**config.mk**
```make
export PLATFORM = sky130hd
export DESIGN_NAME = uart_tx_buffer
export DESIGN_NICKNAME = d
export VERILOG_FILES = /design/src/rtl/uart_tx_buffer.sv
export SDC_FILE = /design/constraint.sdc
export NUM_CORES = 1
export LEC_CHECK = 0
export BUFFER_PORTS_ARGS = -buffer_cell sky130_fd_sc_hd__buf_2
export CAP_MARGIN = 20
export CORE_MARGIN = 10
export CORE_UTILIZATION = 29
export CTS_CLUSTER_DIAMETER = 50
export CTS_CLUSTER_SIZE = 8
export DETAILED_ROUTE_END_ITERATION = 8
export PLACE_DENSITY = 0.46
export REMOVE_ABC_BUFFERS = 1
export SLEW_MARGIN = 20
export SYNTH_ARGS = -nofsm -noshare
export SYNTH_HDL_FRONTEND = slang
export SYNTH_SLANG_ARGS = --single-unit
```
**constraint.sdc**
```tcl
create_clock -name clk -period 3 [get_ports clk]
set_input_delay 0.6 -clock clk [delete_from_list [all_inputs] [get_ports clk]]
set_output_delay 0.6 -clock clk [all_outputs]
set_load 0.01 [all_outputs]
```
**src/rtl/uart_tx_buffer.sv**
```systemverilog
// Byte FIFO that drains into a UART transmitter with a start/busy handshake.
// Define UART_TX_BUF_OVF_EN to enable the sticky overflow flag on dropped writes.
module uart_tx_buffer #(
  parameter int DEPTH         = 8,
  parameter int START_TIMEOUT = 16
) (
  input  logic                     clk,
  input  logic                     rst,
  input  logic                     wr_en,
  input  logic [7:0]               wr_data,
  output logic                     full,
  output logic                     empty,
  output logic [$clog2(DEPTH):0]   count,
  input  logic                     uart_busy,
  output logic                     tx_send,
  output logic [7:0]               Tx_Data,
  output logic                     overflow,
  input  logic                     ovf_clr
);

  localparam int AW = $clog2(DEPTH);
  localparam int CW = AW + 1;
  localparam int TW = $clog2(START_TIMEOUT) + 1;

  typedef enum logic [1:0] {
    IDLE,
    SEND,
    WAIT_BUSY,
    WAIT_DONE
  } state_t;

  state_t          state_reg, state_next;
  logic [TW-1:0]   timer_reg, timer_next;
  logic [AW-1:0]   wr_ptr_reg, rd_ptr_reg;
  logic [CW-1:0]   count_reg;
  logic            tx_send_reg;
  logic [7:0]      tx_data_reg;
  logic [7:0]      mem [DEPTH];

  logic            wr_accept;
  logic            pop;

  assign full    = (count_reg == CW'(DEPTH));
  assign empty   = (count_reg == '0);
  assign count   = count_reg;
  assign tx_send = tx_send_reg;
  assign Tx_Data = tx_data_reg;

  // A write against a full FIFO is dropped even when a pop frees a slot that edge.
  assign wr_accept = wr_en & ~full;
  assign pop       = (state_reg == IDLE) & ~empty & ~uart_busy;

  always_comb begin
    state_next = state_reg;
    timer_next = timer_reg;
    case (state_reg)
      IDLE: begin
        timer_next = '0;
        if (!empty && !uart_busy) state_next = SEND;
      end
      SEND: begin
        timer_next = '0;
        state_next = WAIT_BUSY;
      end
      WAIT_BUSY: begin
        // A byte that never raises busy is treated as sent; no retry.
        if (uart_busy) begin
          state_next = WAIT_DONE;
        end else if (timer_reg == TW'(START_TIMEOUT - 1)) begin
          state_next = IDLE;
        end else begin
          timer_next = timer_reg + TW'(1);
        end
      end
      WAIT_DONE: begin
        if (!uart_busy) state_next = IDLE;
      end
      default: state_next = IDLE;
    endcase
  end

  always_ff @(posedge clk) begin
    if (rst) begin
      state_reg   <= IDLE;
      timer_reg   <= '0;
      tx_send_reg <= 1'b0;
    end else begin
      state_reg   <= state_next;
      timer_reg   <= timer_next;
      tx_send_reg <= pop;
    end
  end

  always_ff @(posedge clk) begin
    if (rst) begin
      wr_ptr_reg <= '0;
      rd_ptr_reg <= '0;
      count_reg  <= '0;
    end else begin
      if (wr_accept) wr_ptr_reg <= wr_ptr_reg + AW'(1);
      if (pop)       rd_ptr_reg <= rd_ptr_reg + AW'(1);
      case ({wr_accept, pop})
        2'b10:   count_reg <= count_reg + CW'(1);
        2'b01:   count_reg <= count_reg - CW'(1);
        default: count_reg <= count_reg;
      endcase
    end
  end

  // Storage kept free of reset so it maps onto RAM.
  always_ff @(posedge clk) begin
    if (wr_accept) mem[wr_ptr_reg] <= wr_data;
  end

  always_ff @(posedge clk) begin
    if (rst) begin
      tx_data_reg <= 8'h00;
    end else if (pop) begin
      tx_data_reg <= mem[rd_ptr_reg];
    end
  end

`ifdef UART_TX_BUF_OVF_EN
  logic overflow_reg;
  logic wr_drop;

  assign wr_drop  = wr_en & full;
  assign overflow = overflow_reg;

  // A drop wins over a simultaneous clear.
  always_ff @(posedge clk) begin
    if (rst) begin
      overflow_reg <= 1'b0;
    end else if (wr_drop) begin
      overflow_reg <= 1'b1;
    end else if (ovf_clr) begin
      overflow_reg <= 1'b0;
    end
  end
`else
  logic unused_ovf_clr;

  assign unused_ovf_clr = ovf_clr;
  assign overflow       = 1'b0;
`endif

endmodule

```
==> results of run 1 <==
-- stage by stage --
step,std cells,setup slack (ns),instance area [µm²]
2_1_floorplan,220,0.415,3620
3_3_place_gp,429,0.356,4050
3_5_place_dp,429,0.295,4050
4_1_cts,445,0.314,4370
5_1_grt,445,0.133,4370
6_report,445,0.334,4370
-- cell usage in the layout, fill, tap and decap left out, drive strengths merged, types with 9 or more instances in the layout --
| cell type | synthesis | final |
|---|---|---|
| edfxtp | 64 | 64 |
| buf | 7 | 37 |
| nor2 | 29 | 29 |
| dfxtp | 26 | 26 |
| mux4 | 16 | 16 |
| nor3 | 14 | 14 |
| inv | 8 | 12 |
| clkbuf | 3 | 9 |
-- cells in the mapped netlist, types with 3 or more instances --
library cell	number
o22ai_1	8
nor2_2	8
edfxtp_1	64
nand3_1	5
nor3_1	4
nand2_1	6
nor2_1	21
a21oi_1	7
nand2b_1	3
ha_1	7
nor3_2	10
xnor2_1	3
inv_1	7
dfxtp_1	26
xor2_1	6
mux4_1	16
-- cell type report --
type	instances	area [µm²]	share of cell area
clock buffer	9	225	0.0516
inverter	8	30.0	0.00687
timing repair buffer	37	213	0.0487
multi-input combinational	122	1150	0.263
sequential	90	2440	0.559
clock inverter	7	92.6	0.0212
tap	172	215	0.0493
-- final timing paths --
check | from | to | slack, ns | cells after the start
setup reg to reg | count[0]$_SDFFE_PP0P_ | count[3]$_SDFFE_PP0P_ | 0.33 | 8
setup / recovery | count[0]$_SDFFE_PP0P_ | count[3]$_SDFFE_PP0P_ | 0.33 | 8
hold reg to reg | Tx_Data[5]$_SDFFE_PP0P_ | Tx_Data[5]$_SDFFE_PP0P_ | 0.50 | 2
hold / removal | Tx_Data[5]$_SDFFE_PP0P_ | Tx_Data[5]$_SDFFE_PP0P_ | 0.50 | 2
-- worst min-delay path, stage by stage (launching register included) --
cell and delay, ns:
dfxtp_1 0.31, nor2_2 0.11, nor3_2 0.04
-- logic make-up after synthesis --
group,Yosys count,synth area share
and+or+nand+nor,68,0.110
muxes,17,0.116
buffers and inverters,18,0.0327
AOI/OAI and AO/OA,19,0.0314
DFF,90,0.659
other,1,0.00101
xor gates and xnor gates,9,0.0213
adders and majority gates,8,0.0290
-- power groups by stage --
stage / Clock (mW) / Sequential [mW] / Combinational [mW]
final: 1.19 / 1.57 / 0.885
after global routing: 1.27 / 1.59 / 0.980
after CTS: 1.21 / 1.57 / 0.908
after detailed placement: 0 / 1.60 / 0.905
after global placement: 0 / 1.60 / 0.904
after floorplan: 0 / 1.64 / 0.550
-- metal layers --
metal	wire length, µm	global-route usage
met1	3100	0.0967
met2	3750	0.144
met3	334	0.0299
met4	76	0.0275
met5	0	0
==> impl_metrics.xml, run 1 <==
<?xml version="1.0" encoding="UTF-8"?>
<metrics>
  <group name="run_status">
    <metric name="run_status" unit="">complete, no violations</metric>
  </group>
  <group name="synth">
    <metric name="yosys_synthesis_warning_count" unit="">0</metric>
    <metric name="number_of_standard_cells_after_synthesis" unit="">230</metric>
    <metric name="synth.yosys.seq_area_share" unit="">0.659</metric>
    <metric name="synth_async_sr_flop_share" unit="">0</metric>
    <metric name="postSynth.topFlopCell" unit="">edfxtp_1</metric>
    <metric name="ff_latch_count_synth" unit="">90</metric>
    <metric name="post_synth_edffs" unit="">64</metric>
    <metric name="yosysUniqueCellTypes" unit="">40</metric>
    <metric name="synth_area" unit="mm²">0.00371</metric>
    <metric name="synth_area_leader_cell" unit="">edfxtp_1</metric>
    <metric name="syn_avg_cell_area" unit="µm²">16.1</metric>
    <metric name="synth.top_cells.by_area" unit="">edfxtp_1 (52%), dfxtp_1 (14%), mux4_1 (11%)</metric>
    <metric name="synth_top_cell_area_share" unit="">0.518</metric>
  </group>
  <group name="critical_path">
    <metric name="cp_max_stage_delay" unit="ns">0.68</metric>
    <metric name="critical_path.top_delay_family" unit="">simple AND/OR/NAND/NOR gates</metric>
    <metric name="worst_setup_path_end_kind" unit="">flop</metric>
    <metric name="critical_path.most_common_cell" unit="">a21oi_1</metric>
    <metric name="startpoint_class" unit="">flop</metric>
    <metric name="worst_ep_required_time" unit="ns">3.27</metric>
    <metric name="timing_worst_setup_path_type" unit="">reg -&gt; reg</metric>
    <metric name="worst_ep_arrival_time" unit="ns">2.94</metric>
    <metric name="path_cells" unit="">or4b_1, nand2_4, ha_1, ha_1, a21oi_1, a21oi_1, or4_1, a21oi_1</metric>
    <metric name="worst-path-buf-inv" unit="">0</metric>
    <metric name="crit_slowest_cell" unit="">or4b_1</metric>
    <metric name="worstPathMaxFanout" unit="">7</metric>
  </group>
  <group name="die">
    <metric name="initial_utilization" unit="">0.295</metric>
    <metric name="die_area" unit="mm²">0.0177</metric>
    <metric name="floorplan_core_area" unit="mm²">0.0126</metric>
    <metric name="fp.dieW" unit="µm">133</metric>
    <metric name="i_o_pins" unit="">29</metric>
    <metric name="fp-row-count" unit="">41</metric>
    <metric name="die_height" unit="µm">133</metric>
  </group>
  <group name="clock_network">
    <metric name="path_clk_slew" unit="ns">0.07</metric>
    <metric name="cts_resized" unit="">0</metric>
    <metric name="tritoncts" unit="">built</metric>
    <metric name="clock_latency" unit="ns">0.34</metric>
    <metric name="cts_hold_repair.buffers" unit="">0</metric>
    <metric name="cts_made_buffers" unit="">9</metric>
    <metric name="cts.root.buffer_cell" unit="">clkbuf_16</metric>
    <metric name="cts-root-to-sink-buffers" unit="">2</metric>
    <metric name="cts_setup_buffers" unit="">0</metric>
    <metric name="htree_levels" unit="">3</metric>
    <metric name="numClockSinks" unit="">90</metric>
  </group>
  <group name="power_and_ir_drop">
    <metric name="power.density_cell_area" unit="mW/mm²">834</metric>
    <metric name="power_switching" unit="mW">1.11</metric>
    <metric name="power.share.clock" unit="">0.326</metric>
    <metric name="totalPowerFinal" unit="mW">3.64</metric>
    <metric name="peakVddDrop" unit="mV">0.336</metric>
    <metric name="switching_fraction" unit="">0.306</metric>
    <metric name="p_leak" unit="nW">1.54</metric>
    <metric name="sequentialPowerShare" unit="">0.431</metric>
    <metric name="power.share.combinational" unit="">0.243</metric>
    <metric name="internal-power" unit="mW">2.53</metric>
  </group>
  <group name="timing">
    <metric name="post-route-min-period" unit="ns">2.67</metric>
    <metric name="tightest_slew" unit="ns">0.861</metric>
    <metric name="fmax" unit="GHz">0.375</metric>
    <metric name="fin_skew" unit="ns">0.00912</metric>
    <metric name="setup-tns-final" unit="ns">0</metric>
    <metric name="rsz0062_at_grt" unit="">no</metric>
    <metric name="timing.max_slew.rel_slack" unit="">0.425</metric>
    <metric name="slew_viol_final" unit="">0</metric>
    <metric name="finalHoldViolCount" unit="">0</metric>
    <metric name="layout_worst_path_cycle_share" unit="">0.889</metric>
    <metric name="final.hold.worst_slack" unit="ns">0.504</metric>
    <metric name="report.final.setup_viol" unit="">0</metric>
  </group>
  <group name="global_routing">
    <metric name="grt_antenna_before_repair" unit="">0</metric>
    <metric name="grtUsageTotal" unit="">0.0846</metric>
    <metric name="global_route_wire_length_before_repair" unit="mm">11.2</metric>
    <metric name="maximum_number_of_pins_on_one_net_before_global_route_repair" unit="">19</metric>
    <metric name="via_count_of_the_first_global_routing_pass" unit="">1977</metric>
    <metric name="global_route.overflow_total" unit="">0</metric>
  </group>
  <group name="drt">
    <metric name="drt_drc_violations_left" unit="">0</metric>
    <metric name="ant_nets" unit="">0</metric>
    <metric name="wl" unit="mm">7.26</metric>
    <metric name="route.detailed.wl_per_inst" unit="µm">16.3</metric>
    <metric name="initialDrtViolationCount" unit="">96</metric>
    <metric name="post_drt_via_cell_ratio" unit="">4.45</metric>
    <metric name="detail_route.first_pass.iterations" unit="">4</metric>
    <metric name="vias" unit="">1981</metric>
  </group>
  <group name="finish">
    <metric name="antenna-diode-count" unit="">0</metric>
    <metric name="final_cell_utilization_of_the_core" unit="">0.348</metric>
    <metric name="drive_above_1_share" unit="">0.289</metric>
    <metric name="area_delta_synth_final" unit="%">17.8</metric>
    <metric name="finish.net_count" unit="">289</metric>
    <metric name="fillers" unit="">1200</metric>
    <metric name="largest_reg_flops" unit="">64</metric>
  </group>
  <group name="placement">
    <metric name="port_buffers" unit="">26</metric>
    <metric name="dp.final_hpwl" unit="mm">4.64</metric>
    <metric name="gp_congestion" unit="">0.690</metric>
  </group>
  <group name="worst_hold_path">
    <metric name="worstHoldPathType" unit="">reg -&gt; reg</metric>
  </group>
  <group name="job">
    <metric name="drv_cap" unit="">0</metric>
  </group>
</metrics>
No activity file was read; power rests on OpenSTA's default activity.
==> run 2, diff against run 1 <==
Clock period 3 ns to 2.71 ns, I/O delays scaled along.
==> impl_metrics.xml, run 2 (same netlist as run 1, synthesis figures left out) <==
<?xml version="1.0" encoding="UTF-8"?>
<metrics>
  <group name="finish">
    <metric name="drive_above_1_share" unit="">0.300</metric>
    <metric name="final_cell_utilization_of_the_core" unit="">0.349</metric>
    <metric name="finish.net_count" unit="">293</metric>
    <metric name="antenna-diode-count" unit="">0</metric>
    <metric name="final_cell_mix" unit="">edfxtp_1 (64), dfxtp_1 (26), buf_2 (26)</metric>
    <metric name="fillers" unit="">1208</metric>
    <metric name="largest_reg_flops" unit="">64</metric>
    <metric name="final_common_cell" unit="">edfxtp_1</metric>
    <metric name="area_delta_synth_final" unit="%">18.4</metric>
    <metric name="sequential_cell_area" unit="mm²">0.00244</metric>
    <metric name="multi_input_area" unit="mm²">0.00117</metric>
  </group>
  <group name="drt">
    <metric name="vias" unit="">2007</metric>
    <metric name="post_drt_via_cell_ratio" unit="">4.47</metric>
    <metric name="wl" unit="mm">7.43</metric>
    <metric name="ant_nets" unit="">0</metric>
    <metric name="route.detailed.wl_per_inst" unit="µm">16.5</metric>
    <metric name="initialDrtViolationCount" unit="">199</metric>
    <metric name="detail_route.first_pass.iterations" unit="">4</metric>
    <metric name="drt_drc_violations_left" unit="">0</metric>
  </group>
  <group name="timing">
    <metric name="fmax" unit="GHz">0.396</metric>
    <metric name="layout_worst_path_cycle_share" unit="">0.932</metric>
    <metric name="report.final.setup_viol" unit="">0</metric>
    <metric name="finalHoldViolCount" unit="">0</metric>
    <metric name="slew_viol_final" unit="">0</metric>
    <metric name="setup-tns-final" unit="ns">0</metric>
    <metric name="post-route-min-period" unit="ns">2.53</metric>
    <metric name="fin_skew" unit="ns">0.00645</metric>
    <metric name="rsz0062_at_grt" unit="">no</metric>
  </group>
  <group name="power_and_ir_drop">
    <metric name="power.density_cell_area" unit="mW/mm²">907</metric>
    <metric name="p_leak" unit="nW">1.55</metric>
    <metric name="peakVddDrop" unit="mV">0.452</metric>
  </group>
  <group name="clock_network">
    <metric name="path_clk_slew" unit="ns">0.06</metric>
    <metric name="cts_made_buffers" unit="">9</metric>
    <metric name="cts_hold_repair.buffers" unit="">0</metric>
    <metric name="htree_levels" unit="">3</metric>
    <metric name="tritoncts" unit="">built</metric>
    <metric name="cts-root-to-sink-buffers" unit="">2</metric>
    <metric name="clock_latency" unit="ns">0.34</metric>
    <metric name="cts_setup_buffers" unit="">0</metric>
    <metric name="numClockSinks" unit="">90</metric>
    <metric name="cts.root.buffer_cell" unit="">clkbuf_16</metric>
  </group>
  <group name="global_routing">
    <metric name="groute.layer.met3.usage" unit="">0.0273</metric>
    <metric name="maximum_number_of_pins_on_one_net_before_global_route_repair" unit="">19</metric>
    <metric name="via_count_of_the_first_global_routing_pass" unit="">2043</metric>
    <metric name="global_route_wire_length_before_repair" unit="mm">11.8</metric>
    <metric name="global_route.overflow_total" unit="">0</metric>
    <metric name="grt_busiest_layer" unit="">met2</metric>
    <metric name="grtUsageTotal" unit="">0.0883</metric>
    <metric name="met1_usage" unit="">0.107</metric>
    <metric name="grtUsageMet2" unit="">0.144</metric>
    <metric name="grt_antenna_before_repair" unit="">0</metric>
  </group>
  <group name="critical_path">
    <metric name="crit_slowest_cell" unit="">or4_4</metric>
    <metric name="timing.critical_path.from" unit="">count[3]$_SDFFE_PP0P_</metric>
    <metric name="timing.rr.start" unit="">count[3]$_SDFFE_PP0P_</metric>
    <metric name="path_cells" unit="">or4_4, nand2_2, inv_2, ha_1, ha_4, nand3_1, and3_1, or4_1, a21oi_1</metric>
    <metric name="worstPathMaxFanout" unit="">5</metric>
    <metric name="worst_ep_arrival_time" unit="ns">2.79</metric>
    <metric name="critical_path.top_delay_family" unit="">simple AND/OR/NAND/NOR gates</metric>
    <metric name="worst-path-buf-inv" unit="">1</metric>
    <metric name="timing_worst_setup_path_type" unit="">reg -&gt; reg</metric>
    <metric name="cp_max_stage_delay" unit="ns">0.59</metric>
    <metric name="startpoint_class" unit="">flop</metric>
    <metric name="worst_setup_path_end_kind" unit="">flop</metric>
    <metric name="worst_ep_required_time" unit="ns">2.97</metric>
  </group>
  <group name="worst_hold_path">
    <metric name="worstHoldPathType" unit="">in -&gt; reg</metric>
    <metric name="min-delay-start" unit="">wr_data[4]</metric>
  </group>
  <group name="run_status">
    <metric name="run_status" unit="">complete, no violations</metric>
  </group>
  <group name="placement">
    <metric name="dp.final_hpwl" unit="mm">4.73</metric>
    <metric name="gp_congestion" unit="">0.683</metric>
    <metric name="port_buffers" unit="">26</metric>
  </group>
  <group name="die">
    <metric name="i_o_pins" unit="">29</metric>
    <metric name="initial_utilization" unit="">0.295</metric>
    <metric name="fp-row-count" unit="">41</metric>
    <metric name="die_height" unit="µm">133</metric>
    <metric name="floorplan_core_area" unit="mm²">0.0126</metric>
    <metric name="die_area" unit="mm²">0.0177</metric>
    <metric name="fp.dieW" unit="µm">133</metric>
  </group>
  <group name="job">
    <metric name="drv_cap" unit="">0</metric>
  </group>
</metrics>
-- run 2: routing by layer --
layer | wire length, µm | vias to the layer above
met5 | 0 | -
met4 | 87 | 0
met3 | 259 | 8
met2 | 3750 | 29
met1 | 3330 | 1008
li1 | - | 962
-- run 2: cell type report --
cell class,instances,area share
Timing Repair Buffer,41,0.0553
Clock buffer,11,0.0530
Clock inverter,5,0.0140
Multi-Input combinational cell,122,0.266
Sequential cell,90,0.556
Tap cell,172,0.0490
Inverter,8,0.00684
-- run 2: worst paths after layout --
path                              to  cells past startpoint  slack (ns)
min reg2reg  Tx_Data[2]$_SDFFE_PP0P_                      2        0.51
max            count[3]$_SDFFE_PP0P_                      9        0.18
min              mem[6][4]$_DFFE_PP_                      1        0.48
max reg2reg    count[3]$_SDFFE_PP0P_                      9        0.18
-- run 2: metrics by stage --
step	setup WS (ns)	power (mW)	std cells	hold slack, ns	cell area, µm²
after detailed placement	0.121	2.79	433	0.499	4080
after global placement	0.123	2.79	433	0.486	4080
final	0.184	3.98	449	0.475	4390
after floorplan	0.125	2.42	220	0.472	3620
after CTS	0.0928	4.03	449	0.462	4370
after global routing	0.0329	4.23	449	0.476	4390
-- run 2: what timing repair did --
action / in CTS / in global routing
gates resized for setup: 0 / 2
hold endpoints to repair: 0 / 0
setup endpoints to repair: 0 / 1
-- run 2: power by group --
| part | switching [mW] | internal (mW) |
|---|---|---|
| clock | 0.504 | 0.721 |
| combinational | 0.568 | 0.466 |
| sequential | 0.0995 | 1.62 |
| total | 1.17 | 2.81 |
